**src/rtl/kernel_filter.sv**
```systemverilog
// kernel_filter: streams a 1-bit WIDTHxHEIGHT frame out of a source BRAM in raster
// order, applies a 3x3 pass/majority/erode/dilate kernel and writes the result to a
// destination BRAM. Defining KERNEL_FILTER_STATS_EN adds ones_count_out, a running
// count of 1-pixels written in the current frame.
module kernel_filter #(
   parameter int unsigned WIDTH  = 480,
   parameter int unsigned HEIGHT = 480,
   parameter int unsigned THRESH = 5,
   parameter int unsigned ADDR_W = 20
) (
   input  logic              clk_in,
   input  logic              rst_in,
   input  logic              start_in,
   input  logic [1:0]        mode_in,
   output logic [ADDR_W-1:0] src_addr_out,
   output logic              src_en_out,
   input  logic              src_data_in,
   output logic [ADDR_W-1:0] dst_addr_out,
   output logic              dst_data_out,
   output logic              dst_we_out,
`ifdef KERNEL_FILTER_STATS_EN
   output logic [ADDR_W:0]   ones_count_out,
`endif
   output logic              busy_out,
   output logic              done_out
);

   localparam int unsigned N  = WIDTH * HEIGHT;
   localparam int unsigned KW = ADDR_W + 1;
   localparam int unsigned CW = (WIDTH > 1)  ? $clog2(WIDTH)  : 1;
   localparam int unsigned RW = (HEIGHT > 1) ? $clog2(HEIGHT) : 1;
   localparam logic [KW-1:0] K_N      = KW'(N);
   localparam logic [KW-1:0] K_LAST   = KW'(N + WIDTH);
   localparam logic [KW-1:0] K_FIRST  = KW'(WIDTH + 1);
   localparam logic [CW-1:0] COL_LAST = CW'(WIDTH - 1);
   localparam logic [RW-1:0] ROW_LAST = RW'(HEIGHT - 1);
   localparam logic [1:0]    MODE_PASS = 2'b00;
   localparam logic [1:0]    MODE_MAJ  = 2'b01;
   localparam logic [1:0]    MODE_ERO  = 2'b10;

   typedef enum logic [1:0] {S_IDLE, S_SCAN, S_DRAIN, S_DONE} state_t;

   state_t              state_q, state_d;
   logic [KW-1:0]       k_q, k_d;
   logic [1:0]          drain_q, drain_d;
   logic [1:0]          mode_q, mode_d;
   logic                src_en_d, busy_d, done_d;
   logic [ADDR_W-1:0]   src_addr_d;
   logic                accept;

   // stream-to-window alignment: the BRAM returns data two cycles after the read
   logic                st_d1, st_d2, en_d1, en_d2;
   logic [KW-1:0]       kcnt;
   logic [CW-1:0]       wptr, ccol;
   logic [RW-1:0]       crow;
   logic [ADDR_W-1:0]   c_addr;
   logic                lb0 [WIDTH];
   logic                lb1 [WIDTH];
   logic [2:0]          top_q, mid_q, bot_q;
   logic [2:0]          top_n, mid_n, bot_n, top_m, mid_m, bot_m, col_m;
   logic                pix, f_bit, wr;
   logic [3:0]          ones;

   assign accept = (state_q == S_IDLE) && start_in;

   // next-state and registered-output decode
   always_comb begin
      state_d    = state_q;
      k_d        = k_q;
      drain_d    = drain_q;
      mode_d     = mode_q;
      src_en_d   = 1'b0;
      src_addr_d = '0;
      busy_d     = 1'b0;
      done_d     = 1'b0;
      case (state_q)
         S_IDLE: begin
            if (start_in) begin
               state_d = S_SCAN;
               k_d     = '0;
               mode_d  = mode_in;
            end
         end
         S_SCAN: begin
            if (k_q == K_LAST) begin
               state_d = S_DRAIN;
               drain_d = '0;
            end else begin
               k_d = k_q + KW'(1);
            end
         end
         S_DRAIN: begin
            if (drain_q == 2'd2) state_d = S_DONE;
            else                 drain_d = drain_q + 2'd1;
         end
         default: state_d = S_IDLE;
      endcase
      src_en_d   = (state_d == S_SCAN) && (k_d < K_N);
      src_addr_d = src_en_d ? ADDR_W'(k_d) : '0;
      busy_d     = (state_d != S_IDLE);
      done_d     = (state_d == S_DONE);
   end

   // state register and control outputs
   always_ff @(posedge clk_in or negedge rst_in) begin
      if (!rst_in) begin
         state_q      <= S_IDLE;
         k_q          <= '0;
         drain_q      <= '0;
         mode_q       <= '0;
         src_en_out   <= 1'b0;
         src_addr_out <= '0;
         busy_out     <= 1'b0;
         done_out     <= 1'b0;
      end else begin
         state_q      <= state_d;
         k_q          <= k_d;
         drain_q      <= drain_d;
         mode_q       <= mode_d;
         src_en_out   <= src_en_d;
         src_addr_out <= src_addr_d;
         busy_out     <= busy_d;
         done_out     <= done_d;
      end
   end

   // next window including the arriving pixel, edge masking and kernel function
   always_comb begin
      pix   = en_d2 & src_data_in;
      top_n = {lb1[wptr], top_q[2:1]};
      mid_n = {lb0[wptr], mid_q[2:1]};
      bot_n = {pix, bot_q[2:1]};
      col_m = {ccol != COL_LAST, 1'b1, ccol != '0};
      top_m = top_n & col_m & {3{crow != '0}};
      mid_m = mid_n & col_m;
      bot_m = bot_n & col_m & {3{crow != ROW_LAST}};
      ones  = '0;
      for (int i = 0; i < 3; i++)
         ones = ones + 4'(top_m[i]) + 4'(mid_m[i]) + 4'(bot_m[i]);
      case (mode_q)
         MODE_PASS: f_bit = mid_m[1];
         MODE_MAJ:  f_bit = (ones >= 4'(THRESH));
         MODE_ERO:  f_bit = (ones == 4'd9);
         default:   f_bit = (ones != 4'd0);
      endcase
      wr = st_d2 && (kcnt >= K_FIRST);
   end

   // window, centre position tracking and destination write port
   always_ff @(posedge clk_in or negedge rst_in) begin
      if (!rst_in) begin
         st_d1        <= 1'b0;
         st_d2        <= 1'b0;
         en_d1        <= 1'b0;
         en_d2        <= 1'b0;
         kcnt         <= '0;
         wptr         <= '0;
         ccol         <= '0;
         crow         <= '0;
         c_addr       <= '0;
         top_q        <= '0;
         mid_q        <= '0;
         bot_q        <= '0;
         dst_we_out   <= 1'b0;
         dst_data_out <= 1'b0;
         dst_addr_out <= '0;
      end else begin
         st_d1        <= (state_q == S_SCAN);
         st_d2        <= st_d1;
         en_d1        <= src_en_out;
         en_d2        <= en_d1;
         dst_we_out   <= wr;
         dst_data_out <= wr & f_bit;
         dst_addr_out <= wr ? c_addr : '0;
         if (accept) begin
            kcnt   <= '0;
            wptr   <= '0;
            ccol   <= '0;
            crow   <= '0;
            c_addr <= '0;
         end else begin
            if (st_d2) begin
               top_q <= top_n;
               mid_q <= mid_n;
               bot_q <= bot_n;
               kcnt  <= kcnt + KW'(1);
               wptr  <= (wptr == COL_LAST) ? '0 : wptr + CW'(1);
            end
            if (wr) begin
               c_addr <= c_addr + ADDR_W'(1);
               if (ccol == COL_LAST) begin
                  ccol <= '0;
                  crow <= (crow == ROW_LAST) ? '0 : crow + RW'(1);
               end else begin
                  ccol <= ccol + CW'(1);
               end
            end
         end
      end
   end

   // two row-delay line buffers; contents are stale until overwritten by the frame
   always_ff @(posedge clk_in) begin
      if (st_d2) begin
         lb0[wptr] <= pix;
         lb1[wptr] <= lb0[wptr];
      end
   end

`ifdef KERNEL_FILTER_STATS_EN
   // count of 1-pixels written in the current frame
   always_ff @(posedge clk_in or negedge rst_in) begin
      if (!rst_in)          ones_count_out <= '0;
      else if (accept)      ones_count_out <= '0;
      else if (wr && f_bit) ones_count_out <= ones_count_out + KW'(1);
   end
`endif

endmodule

```
**config.mk**
```make
export PLATFORM = sky130hd
export DESIGN_NAME = kernel_filter
export DESIGN_NICKNAME = d
export VERILOG_FILES = /design/src/rtl/kernel_filter.sv
export SDC_FILE = /design/constraint.sdc
export NUM_CORES = 1
export LEC_CHECK = 0
export CAP_MARGIN = 25
export CORE_MARGIN = 5
export CORE_UTILIZATION = 65
export DETAILED_ROUTE_END_ITERATION = 6
export MAX_ROUTING_LAYER = met4
export PLACE_DENSITY = 0.83
export RECOVER_POWER = 25
export SLEW_MARGIN = 10
export SYNTH_ARGS = -nofsm -noshare
export SYNTH_HDL_FRONTEND = slang
export SYNTH_SLANG_ARGS = --single-unit
```
**constraint.sdc**
```tcl
create_clock -name clk_in -period 22 [get_ports clk_in]
set_input_delay 6.6 -clock clk_in [delete_from_list [all_inputs] [get_ports clk_in]]
set_output_delay 6.6 -clock clk_in [all_outputs]
set_load 0.005 [all_outputs]
```
==> results.tsv <==
stage	metric	value	unit
routing	WL met1	38.57	mm
clock_network	TritonCTS Sinks	1110	
run_status	status	finished with violations	
grt	GRT Util Overall	30.85	%
synthesis	ranking of synthesized cells by instance count	960 x edfxtp_1, 570 x nor2_1, 208 x mux4_2, 150 x dfrtp_1, 149 x clkbuf_1	
grt	vias in the first global route	27960	
synthesis	Synth Flop Type	edfxtp_1	
routing	WL per Instance	28.97	um
routing	drt pass-1 iters	6	
die	Die Wd	276.7	um
synthesis	post-synthesis sequential area ratio	70.47	%
power	internal power	4437	uW
flow_run	Max-Cap Viols	10	
clock_network	worst-skew pair later-pin latency	0.68	ns
routing	initial DRC count	4427	
run_status	failing checks	max-capacitance violations, max-slew violations	
routing	wire length on met2	56.37	mm
setup_path	crit-path cells	clkbuf_1 > mux4_2 > nand2_1 > a21oi_1 > nor3_1 > o2111ai_1 > a211oi_1 > nand3_1 > nand3_1 > fa_1 > fa_1 > fa_1 > inv_1 > fa_1 > fa_1 > xor2_1 > nand2_1 > a31o_2 > a31oi_1	
synthesis	largest area contributor in the netlist	edfxtp_1	
clock_network	CTS tree	done	
finish	Layout Nets	3013	
hold_path	hold path depth	0	
power	Comb pwr share	27.6	%
clock_network	htree depth	3	
sta	Pins Over Slew Limit	478	
sta	worst setup margin	7.395	ns
setup_path	CP arrival	15.20	ns
power	Net Sw Power	1920	uW
sta	Slew Limit Headroom	-595.2	%
power	clock power share	28.9	%
sta	min cycle time layout	14.60	ns
setup_path	worst endpoint required time	22.60	ns
setup_path	CP max FO	130	
power	Reg power frac	43.5	%
synthesis	post-synthesis cell count	2965	
synthesis	largest cells by area after synthesis	edfxtp_1 62%, mux4_2 10%, dfrtp_1 8.1%	
sta	RSZ-0062 raised after global routing	no	
clock_network	Reg clk slew, reported paths	0.06	ns
placement	worst slack at placement	11.30	ns
routing	final antenna-violating net count	0	
power	leak pwr	0.01695	uW
sta	worst slew pin tran	10.43	ns
power	Total Power	6357	uW
sta	Post-Route Setup TNS	0	ns
clock_network	post-CTS setup repair buffer count	0	
die	Die Ht	276.7	um
hold_path	Hold WC Path Type	reg2reg	
sta	Peak Freq	0.06847	GHz
clock_network	PostCTS Resize Cnt	0	
grt	Remaining Overflow, GRT	0	
setup_path	CP endpoint kind	flop	
clock_network	CTS Root Cell	clkbuf_16	
routing	via count	27570	
setup_path	Worst path max stage delay	7.23	ns
die	die area	0.07656	mm2
clock_network	maximum root-to-sink buffer count	3	
routing	DR DRC count	0	
synthesis	EDFF count, synth	960	
grt	initial antenna violation count	0	
clock_network	Post-CTS Hold Buffers	0	
setup_path	most frequent CP cell	fa_1	
placement	DP HPWL	62.99	mm
grt	pin count of the biggest net entering global routing	289	
sta	Final Hold Fails	0	
synthesis	Ys Warns	0	
synthesis	Netlist Area Pre-Place	0.04623	mm2
die	core area	0.07027	mm2
power	power density over the cells	124.4	mW/mm2
synthesis	syn avg cell area	15.59	um2
routing	vias per cell	6.880	
setup_path	CP max stage cell	clkbuf_1	
power	switching share of power	30.20	%
routing	met3 wire len	14.58	mm
die	Initial Util	65.79	%
synthesis	Post-synth ARST share	13.51	%
synthesis	most common cell in the netlist	edfxtp_1	
synthesis	Unique masters post-synth	78	
finish	share of post-route cells with drive strength above 1	15.00	%
power	Worst VDD drop	0.0002517	V
die	Rows	97	
routing	max layer used	met4	
synthesis	Synth top area share	62.35	%
placement	port bufs	50	
setup_path	critical path class	reg2reg	
placement	Placer Congestion	0.8896	
clock_network	CTS Buf Count	105	
routing	final wirelength	116.1	mm
setup_path	Startpoint Class	flop	
sta	final setup skew	0.03102	ns
sta	crit share post-route	66.38	%
finish	Area Growth Syn to Fin	10.49	%
setup_path	FF-to-FF path depth	19	
synthesis	Seq cells post-synth	1110	
die	Ports	51	
sta	final setup fails	0	
grt	global-route wire length before repair	173.9	mm
-- sequential cells by signal, summed over array words and instances (netlist names), 9 cells and up --
signal,cells
c_addr,20
dst_addr_out,20
ccol,9
lb1,480
crow,9
k_q,21
kcnt,21
src_addr_out,20
lb0,480
wptr,9
-- cell families (layout without fill, tap and decap cells) --
logic type,Yosys count,after routing,share of synthesized area [%]
AOI/OAI and AO/OA,269,269,3.970
muxes,307,307,12.30
xor gates and xnor gates,44,44,0.8335
DFF,1110,1110,70.47
other,1,3,0.008111
and+or+nand+nor,968,968,9.380
buffers and inverters,240,341,2.252
adders and majority gates,26,26,0.7848
-- power by group through the flow --
stage / logic, uW / clock network (uW) / registers (uW)
floorplan: 1100 / 0 / 3100
global placement: 1520 / 0 / 2800
detailed placement: 1580 / 0 / 2810
CTS: 1600 / 1850 / 2760
global route: 1860 / 1940 / 2770
finish: 1750 / 1840 / 2760
-- critical path: cells and delay by family, from the launching register on --
kind,cells,cell delay [ns]
XOR/XNOR,1,0.26
multiplexers,1,1.13
adder cells (fa/ha/maj),5,2.41
AO/OA/AOI/OAI,5,1.43
flip-flops,1,0.82
buffers and inverters,2,7.28
AND/OR/NAND/NOR,5,0.97
-- cells in the final DEF (no fill, tap or decap), drive strengths merged, types with 7 or more instances in the layout --
master	Yosys	routed
a21oi	48	48
a221oi	9	9
a22o	9	9
a22oi	71	71
a31oi	12	12
and2	39	39
and3	25	25
buf	55	54
bufinv	0	13
clkbuf	149	146
clkdlybuf4s50	0	49
clkinv	1	40
dfrtp	150	150
edfxtp	960	960
ha	21	21
inv	35	37
mux2	7	7
mux2i	92	92
mux4	208	208
nand2	121	121
nand3	82	82
nand4	35	35
nor2	574	574
nor2b	25	25
nor3	13	13
nor4	11	11
o21ai	53	53
o22ai	7	7
o31ai	14	14
or3	8	8
or4	8	8
xnor2	17	17
xor2	27	27
-- metal layers --
| metal | up-vias | track usage, % |
|---|---|---|
| met5 | - | - |
| met4 | 0 | 14.12 |
| met3 | 450 | 7.090 |
| met2 | 1997 | 48.30 |
| met1 | 13800 | 39.37 |
| li1 | 11330 | - |
-- final timing paths --
| check | slack [ns] | endpoint | start |
|---|---|---|---|
| min | 0.36 | en_d2$_DFF_PN0_ | en_d1$_DFF_PN0_ |
| max in group asynchronous | 15.00 | k_q[14]$_DFF_PN0_ | rst_in |
| max reg2reg | 7.40 | dst_data_out$_DFF_PN0_ | wptr[0]$_DFFE_PN0P_ |
| min in group asynchronous | 5.96 | dst_addr_out[6]$_DFF_PN0_ | rst_in |
| min reg2reg | 0.36 | en_d2$_DFF_PN0_ | en_d1$_DFF_PN0_ |
| max | 7.40 | dst_data_out$_DFF_PN0_ | wptr[0]$_DFFE_PN0P_ |
-- stage by stage --
stage | util (%) | hold WS [ns] | area (um2) | instances
floorplan | - | 0.3312 | 46240 | 2966
global placement | 67.71 | 0.3360 | 47580 | 3808
detailed placement | 67.71 | 0.3403 | 47580 | 3808
CTS | 72.67 | 0.3628 | 51060 | 4001
global route | 72.69 | 0.3751 | 51080 | 4007
finish | 72.70 | 0.3580 | 51090 | 4008
-- layout make-up --
cell class | count | area (um2)
clock inverter | 56 | 641.9
timing repair buffer | 112 | 1028
antenna | 1 | 2.502
inverter | 36 | 135.1
multi-input combinational | 1616 | 12680
tap | 940 | 1176
clock buffer | 137 | 2838
sequential | 1110 | 32590
fill | 3937 | 19190
(Power assumes the default switching activity.)
